--- src/rtl/branch_resolve_unit_pkg.sv ---
// Shared definitions for the branch resolve unit: compare-op encoding and
// instruction size.
package branch_resolve_unit_pkg;

    typedef enum logic [2:0] {
        CMP_NOP = 3'd0,
        CMP_EQ  = 3'd1,
        CMP_NE  = 3'd2,
        CMP_LT  = 3'd3,
        CMP_GE  = 3'd4,
        CMP_LTU = 3'd5,
        CMP_GEU = 3'd6
    } alu_cmp_op_e;

    localparam int unsigned INSTR_BYTES = 4;

endpackage

--- src/rtl/branch_resolve_unit_compare.sv ---
// Combinational branch condition evaluator; NOP and unused codes resolve to
// not-taken.
module branch_compare
    import branch_resolve_unit_pkg::*;
#(
    parameter int unsigned XLEN = 32
) (
    input  logic [2:0]      i_cmp_op,
    input  logic [XLEN-1:0] i_a,
    input  logic [XLEN-1:0] i_b,
    output logic            o_taken
);

    alu_cmp_op_e w_op;

    assign w_op = alu_cmp_op_e'(i_cmp_op);

    always_comb begin
        o_taken = 1'b0;
        case (w_op)
            CMP_EQ:  o_taken = (i_a == i_b);
            CMP_NE:  o_taken = (i_a != i_b);
            CMP_LT:  o_taken = ($signed(i_a) <  $signed(i_b));
            CMP_GE:  o_taken = ($signed(i_a) >= $signed(i_b));
            CMP_LTU: o_taken = (i_a <  i_b);
            CMP_GEU: o_taken = (i_a >= i_b);
            default: o_taken = 1'b0;
        endcase
    end

endmodule

--- src/rtl/branch_resolve_unit.sv ---
// Execute-stage branch resolution: one registered stage with valid/ready on
// both sides, mispredict redirect pulse and saturating perf counters.
module branch_resolve_unit
    import branch_resolve_unit_pkg::*;
#(
    parameter int unsigned XLEN  = 32,
    parameter int unsigned CNT_W = 32
) (
    input  logic             clk,
    input  logic             rst,
    input  logic             in_valid,
    output logic             in_ready,
    input  logic [2:0]       in_cmp_op,
    input  logic [XLEN-1:0]  in_rs1_val,
    input  logic [XLEN-1:0]  in_rs2_val,
    input  logic [XLEN-1:0]  in_imm,
    input  logic [XLEN-1:0]  in_pc,
    input  logic             in_pred_taken,
    output logic             out_valid,
    input  logic             out_ready,
    output logic             out_taken,
    output logic [XLEN-1:0]  out_target,
    output logic [XLEN-1:0]  out_next_pc,
    output logic             out_misalign,
    output logic             redirect_valid,
    output logic [XLEN-1:0]  redirect_pc,
    input  logic             flush,
    output logic [CNT_W-1:0] cnt_resolved,
    output logic [CNT_W-1:0] cnt_mispredict
);

    logic             r_valid;
    logic             r_taken;
    logic [XLEN-1:0]  r_target;
    logic [XLEN-1:0]  r_next_pc;
    logic             r_misalign;
    logic             r_pred;
    logic             r_redirect_valid;
    logic [XLEN-1:0]  r_redirect_pc;
    logic [CNT_W-1:0] r_cnt_res;
    logic [CNT_W-1:0] r_cnt_mis;

    logic             w_taken;
    logic [XLEN-1:0]  w_target;
    logic [XLEN-1:0]  w_fall;
    logic             w_accept;
    logic             w_hs;
    logic             w_mispred;

    branch_compare #(.XLEN(XLEN)) u_cmp (
        .i_cmp_op (in_cmp_op),
        .i_a      (in_rs1_val),
        .i_b      (in_rs2_val),
        .o_taken  (w_taken)
    );

    assign w_target  = in_pc + in_imm;
    assign w_fall    = in_pc + XLEN'(INSTR_BYTES);
    assign in_ready  = !r_valid || out_ready;
    assign w_accept  = in_valid && in_ready && !flush;
    assign w_hs      = r_valid && out_ready && !flush;
    // Misaligned targets trap later, so they never redirect fetch.
    assign w_mispred = w_hs && !r_misalign && (r_taken != r_pred);

    always_ff @(posedge clk) begin
        if (rst) begin
            r_valid          <= 1'b0;
            r_taken          <= 1'b0;
            r_target         <= '0;
            r_next_pc        <= '0;
            r_misalign       <= 1'b0;
            r_pred           <= 1'b0;
            r_redirect_valid <= 1'b0;
            r_redirect_pc    <= '0;
            r_cnt_res        <= '0;
            r_cnt_mis        <= '0;
        end else begin
            if (flush) begin
                r_valid <= 1'b0;
            end else if (w_accept) begin
                r_valid    <= 1'b1;
                r_taken    <= w_taken;
                r_target   <= w_target;
                r_next_pc  <= w_taken ? w_target : w_fall;
                r_misalign <= w_taken && (w_target[1:0] != 2'b00);
                r_pred     <= in_pred_taken;
            end else if (w_hs) begin
                r_valid <= 1'b0;
            end

            r_redirect_valid <= w_mispred;
            if (w_mispred) begin
                r_redirect_pc <= r_next_pc;
            end

            if (w_hs && (r_cnt_res != '1)) begin
                r_cnt_res <= r_cnt_res + CNT_W'(1);
            end
            if (w_mispred && (r_cnt_mis != '1)) begin
                r_cnt_mis <= r_cnt_mis + CNT_W'(1);
            end
        end
    end

    assign out_valid      = r_valid;
    assign out_taken      = r_taken;
    assign out_target     = r_target;
    assign out_next_pc    = r_next_pc;
    assign out_misalign   = r_misalign;
    assign redirect_valid = r_redirect_valid;
    assign redirect_pc    = r_redirect_pc;
    assign cnt_resolved   = r_cnt_res;
    assign cnt_mispredict = r_cnt_mis;

endmodule

--- config.mk ---
export PLATFORM = sky130hd
export DESIGN_NAME = branch_resolve_unit
export DESIGN_NICKNAME = d
export VERILOG_FILES = /design/src/rtl/branch_resolve_unit_pkg.sv /design/src/rtl/branch_resolve_unit_compare.sv /design/src/rtl/branch_resolve_unit.sv
export SDC_FILE = /design/constraint.sdc
export NUM_CORES = 1
export LEC_CHECK = 0
export ABC_AREA = 1
export CELL_PAD_IN_SITES_DETAIL_PLACEMENT = 1
export CELL_PAD_IN_SITES_GLOBAL_PLACEMENT = 2
export CORE_AREA = 2 2 201 203
export CTS_CLUSTER_DIAMETER = 150
export DETAILED_ROUTE_END_ITERATION = 10
export DIE_AREA = 0 0 203 205
export HOLD_SLACK_MARGIN = 0.15
export PLACE_DENSITY_LB_ADDON = 0.1
export SYNTH_ARGS = -nofsm -noshare
export SYNTH_HDL_FRONTEND = slang
export SYNTH_SLANG_ARGS = --single-unit
--- constraint.sdc ---
create_clock -name clk -period 7 [get_ports clk]
set_input_delay 0.7 -clock clk [delete_from_list [all_inputs] [get_ports clk]]
set_output_delay 0.7 -clock clk [all_outputs]
set_load 0.005 [all_outputs]
==> results.yml <==
pwr:
  switching_share_pct: 29.9
  seqPwrFrac_pct: 38.7
  p_int_uw: 1810
  power.leakage_uw: 0.00630
  p_per_area_nw_per_um2: 172
  vdd_ir_drop_max_mv: 0.163
  combPwrFrac_pct: 23.1
  clockPowerShare_pct: 38.3
  p_switching_uw: 776
worst_hold_path:
  hp-class: "reg -> reg"
  holdPathEnd: "redirect_pc[31]"
  whs_path_depth: 2
  min_from: "redirect_pc[31]"
sta:
  clock_skew_ps: 11.1
  finalSetupViolCount: 0
  period_share_pct: 56.6
  max_freq_ghz: 0.252
  maxSlewViolCount: 0
  slew-limit-headroom_pct: 25.6
  hold_violations: 0
  fin_tns_setup_ps: 0
  fin_crit_ps: 3960
  tightest_slew_ps: 1120
  grt_setup_unrepaired: "no"
placed_design:
  portBuffers: 301
  dp_hpwl_mm: 35.4
  gp_congestion: 0.873
  dp_cells: 2458
  placed_area_um2: 14500
layout:
  syn2layout_area_growth_pct: 37.4
  drive_gt1_share_pct: 4.33
  diodes: 0
  fillers: 4974
  finalNetCount: 2156
  fin_cells: 2490
  postLayoutCellArea_um2: 15100
setup_path:
  arrival_ps: 4340
  cpPeakStageDelay_ps: 750
  critPathBufInv: 4
  start_kind: "input pin"
  regToRegSetupSlack_ps: 4090
  crit_required_ps: 7380
  path_class: "in -> reg"
  r2r_end: "cnt_resolved[24]"
  slowest_stage: "nand3_2"
  path_cells: "clkdlybuf4s50_1 > inv_1 > ha_1 > a21oi_1 > nand2_1 > nand2_1 > nand2_1 > a21oi_1 > nand2_1 > nand2_1 > nand3_1 > nand2_4 > nand3_2 > inv_1 > nand2_1 > nand3_1 > nand2_1 > inv_1"
  path_common_cell: "nand2_1"
  worst_setup_path_end_kind: "flop"
  ff2ff_path_depth: 12
  r2r-start: "cnt_resolved[0]"
  critical_path.top_delay_family: "simple AND/OR/NAND/NOR gates"
  critPathMaxFanout: 29
global_route:
  track_usage_pct: 21.0
  grt_pass1_vias: 12356
  grt_pass1_wl_mm: 68.6
  grt_start_max_net_pins: 100
  antenna_found_initial: 1
  overflow: 0
route:
  routedWlPerCell_um: 17.6
  routed-via-count: 11881
  finalWirelength_mm: 43.7
  drc: 0
  viasPerCell: 4.77
  drtPass1Iterations: 4
  ant_nets: 0
  drt_iter0_drc: 372
floorplanning:
  core.rowCount: 73
  pin_count: 302
  die_x_um: 203
  core_region_area_um2: 39400
  die_h_um: 205
  start_util_pct: 27.9
  dieArea_um2: 41600
synth:
  avgSynthCellArea_um2: 6.55
  yosysUniqueCellTypes: 46
  synthArstFlopShare_pct: 0
  synth_seq_area_share_pct: 30.1
  syn_inst: 1674
  syn-cell-area_um2: 11000
  synth_area_leaders: "dfxtp_1 30%, nand2_1 11%, inv_1 8.2%, ha_1 7.5%, nor2_1 7.5%"
  synth-seq-cells: 165
  yosysTopAreaCell: "dfxtp_1"
  synth_edf_count: 0
  ys.flop_type: "dfxtp_1"
  yosys_warnings: 0
  synth_top_area_share_pct: 30.1
  synth_nets: 1878
clock_tree:
  cts_root_buf: "clkbuf_16"
  clk_path_buf_depth: 2
  cts_tree: "yes"
  worstSkewPairLatency_ps: 440
  clock-sinks: 165
  htreeDepth: 4
  cts_hold_buf: 0
  numCtsBuffers: 17
  cts_setup_buffers: 0
  clkTransAtPathRegs_ps: 60
  cts_resized: 0
job:
  drv_cap: 0
status:
  status: "complete, no violations"
## cells in the final DEF, fill, tap and decap left out, types with 4 or more instances in the layout
master / n
a211oi_1: 4
nand4_1: 46
clkbuf_16: 17
a21oi_1: 110
xor2_1: 44
nand2_1: 331
o21ai_1: 10
nand2_2: 11
a21o_1: 5
nor4_1: 16
nor2_1: 218
o211ai_1: 14
a21oi_2: 11
nor2_2: 4
nand3_2: 12
clkdlybuf4s50_1: 300
o21a_1: 9
dfxtp_1: 165
buf_4: 5
a31oi_1: 6
clkbuf_1: 4
ha_1: 66
inv_1: 241
nor3_1: 46
nand3_1: 98
xnor2_1: 24
o21ai_0: 107
nor3b_1: 4
## synth_stat cells (all sizes together) (17+ instances only)
library cell and count:
nor4 17, inv 244, o21ai 118, clkbuf 34, a21oi 121, nand2 343, ha 66, nor2 223
nand3 110, xnor2 24, xor2 44, dfxtp 165, nor3 49, nand4 46
## sequential cells by signal, indices dropped and copies added (netlist names)
| name | cells |
|---|---|
| redirect_valid | 1 |
| out_target | 32 |
| cnt_mispredict | 32 |
| r_pred | 1 |
| redirect_pc | 32 |
| out_valid | 1 |
| out_taken | 1 |
| cnt_resolved | 32 |
| out_next_pc | 32 |
| out_misalign | 1 |
## power groups by stage
stage	Sequential [uW]	Clock [uW]	Combinational (uW)
6_report	1000	992	598
5_1_grt	1000	1060	664
4_1_cts	1000	1020	604
3_5_place_dp	1020	0	602
3_3_place_gp	1020	0	594
2_1_floorplan	1010	0	320
## worst reg2reg max path, delay by kind of cell, from the launching register on
family / cells / cell delay (ps)
AOI/OAI and AO/OA: 2 / 800
adders and majority gates: 1 / 220
buffers and inverters: 1 / 90
DFF: 1 / 340
and+or+nand+nor: 8 / 1420
## stage by stage
| step | util [%] | setup slack (ps) | total power, uW | hold slack, ps |
|---|---|---|---|---|
| 6_report | 38.3 | 3040 | 2590 | 482 |
| 4_1_cts | 38.3 | 3010 | 2620 | 488 |
| 2_1_floorplan | - | 4320 | 1330 | 468 |
| 3_5_place_dp | 36.8 | 2560 | 1620 | 472 |
| 5_1_grt | 38.3 | 2730 | 2720 | 508 |
| 3_3_place_gp | 36.8 | 2750 | 1620 | 462 |
## final cells by class
cell class	count	area, um2	area share (%)
Sequential cell	165	3300	21.9
Timing Repair Buffer	306	3050	20.2
Multi-Input combinational cell	1217	6550	43.4
Clock buffer	24	482	3.20
Inverter	245	920	6.10
Tap cell	525	657	4.36
Clock inverter	8	123	0.813
## routing by layer
metal	share of wire (%)	wire length [um]	global-route usage, %	vias up
met5	0.041	18	0	-
met4	1.7	749	5.37	2
met3	2.9	1290	2.90	38
met2	49	21400	37.1	187
met1	46	20300	26.9	5613
li1	-	-	-	6041
## kinds of logic after synthesis
group	share of synthesized area [%]
xor+xnor	5.43
buf+inv	10.3
compound gates	14.2
simple gates	32.3
flops	30.1
fa+ha+maj	7.71
## worst max-delay path by stage
stage,start,endpoint,cells after the start
final,in_rs2_val[19],out_next_pc[0],18
after global routing,in_rs2_val[19],out_next_pc[0],18
after CTS,in_rs2_val[19],out_next_pc[0],18
after detailed placement,in_rs2_val[19],out_next_pc[0],18
after global placement,in_rs2_val[25],out_next_pc[0],18
after floorplan,in_imm[0],out_next_pc[28],13
Note: power is estimated with default switching activity, not from simulation.
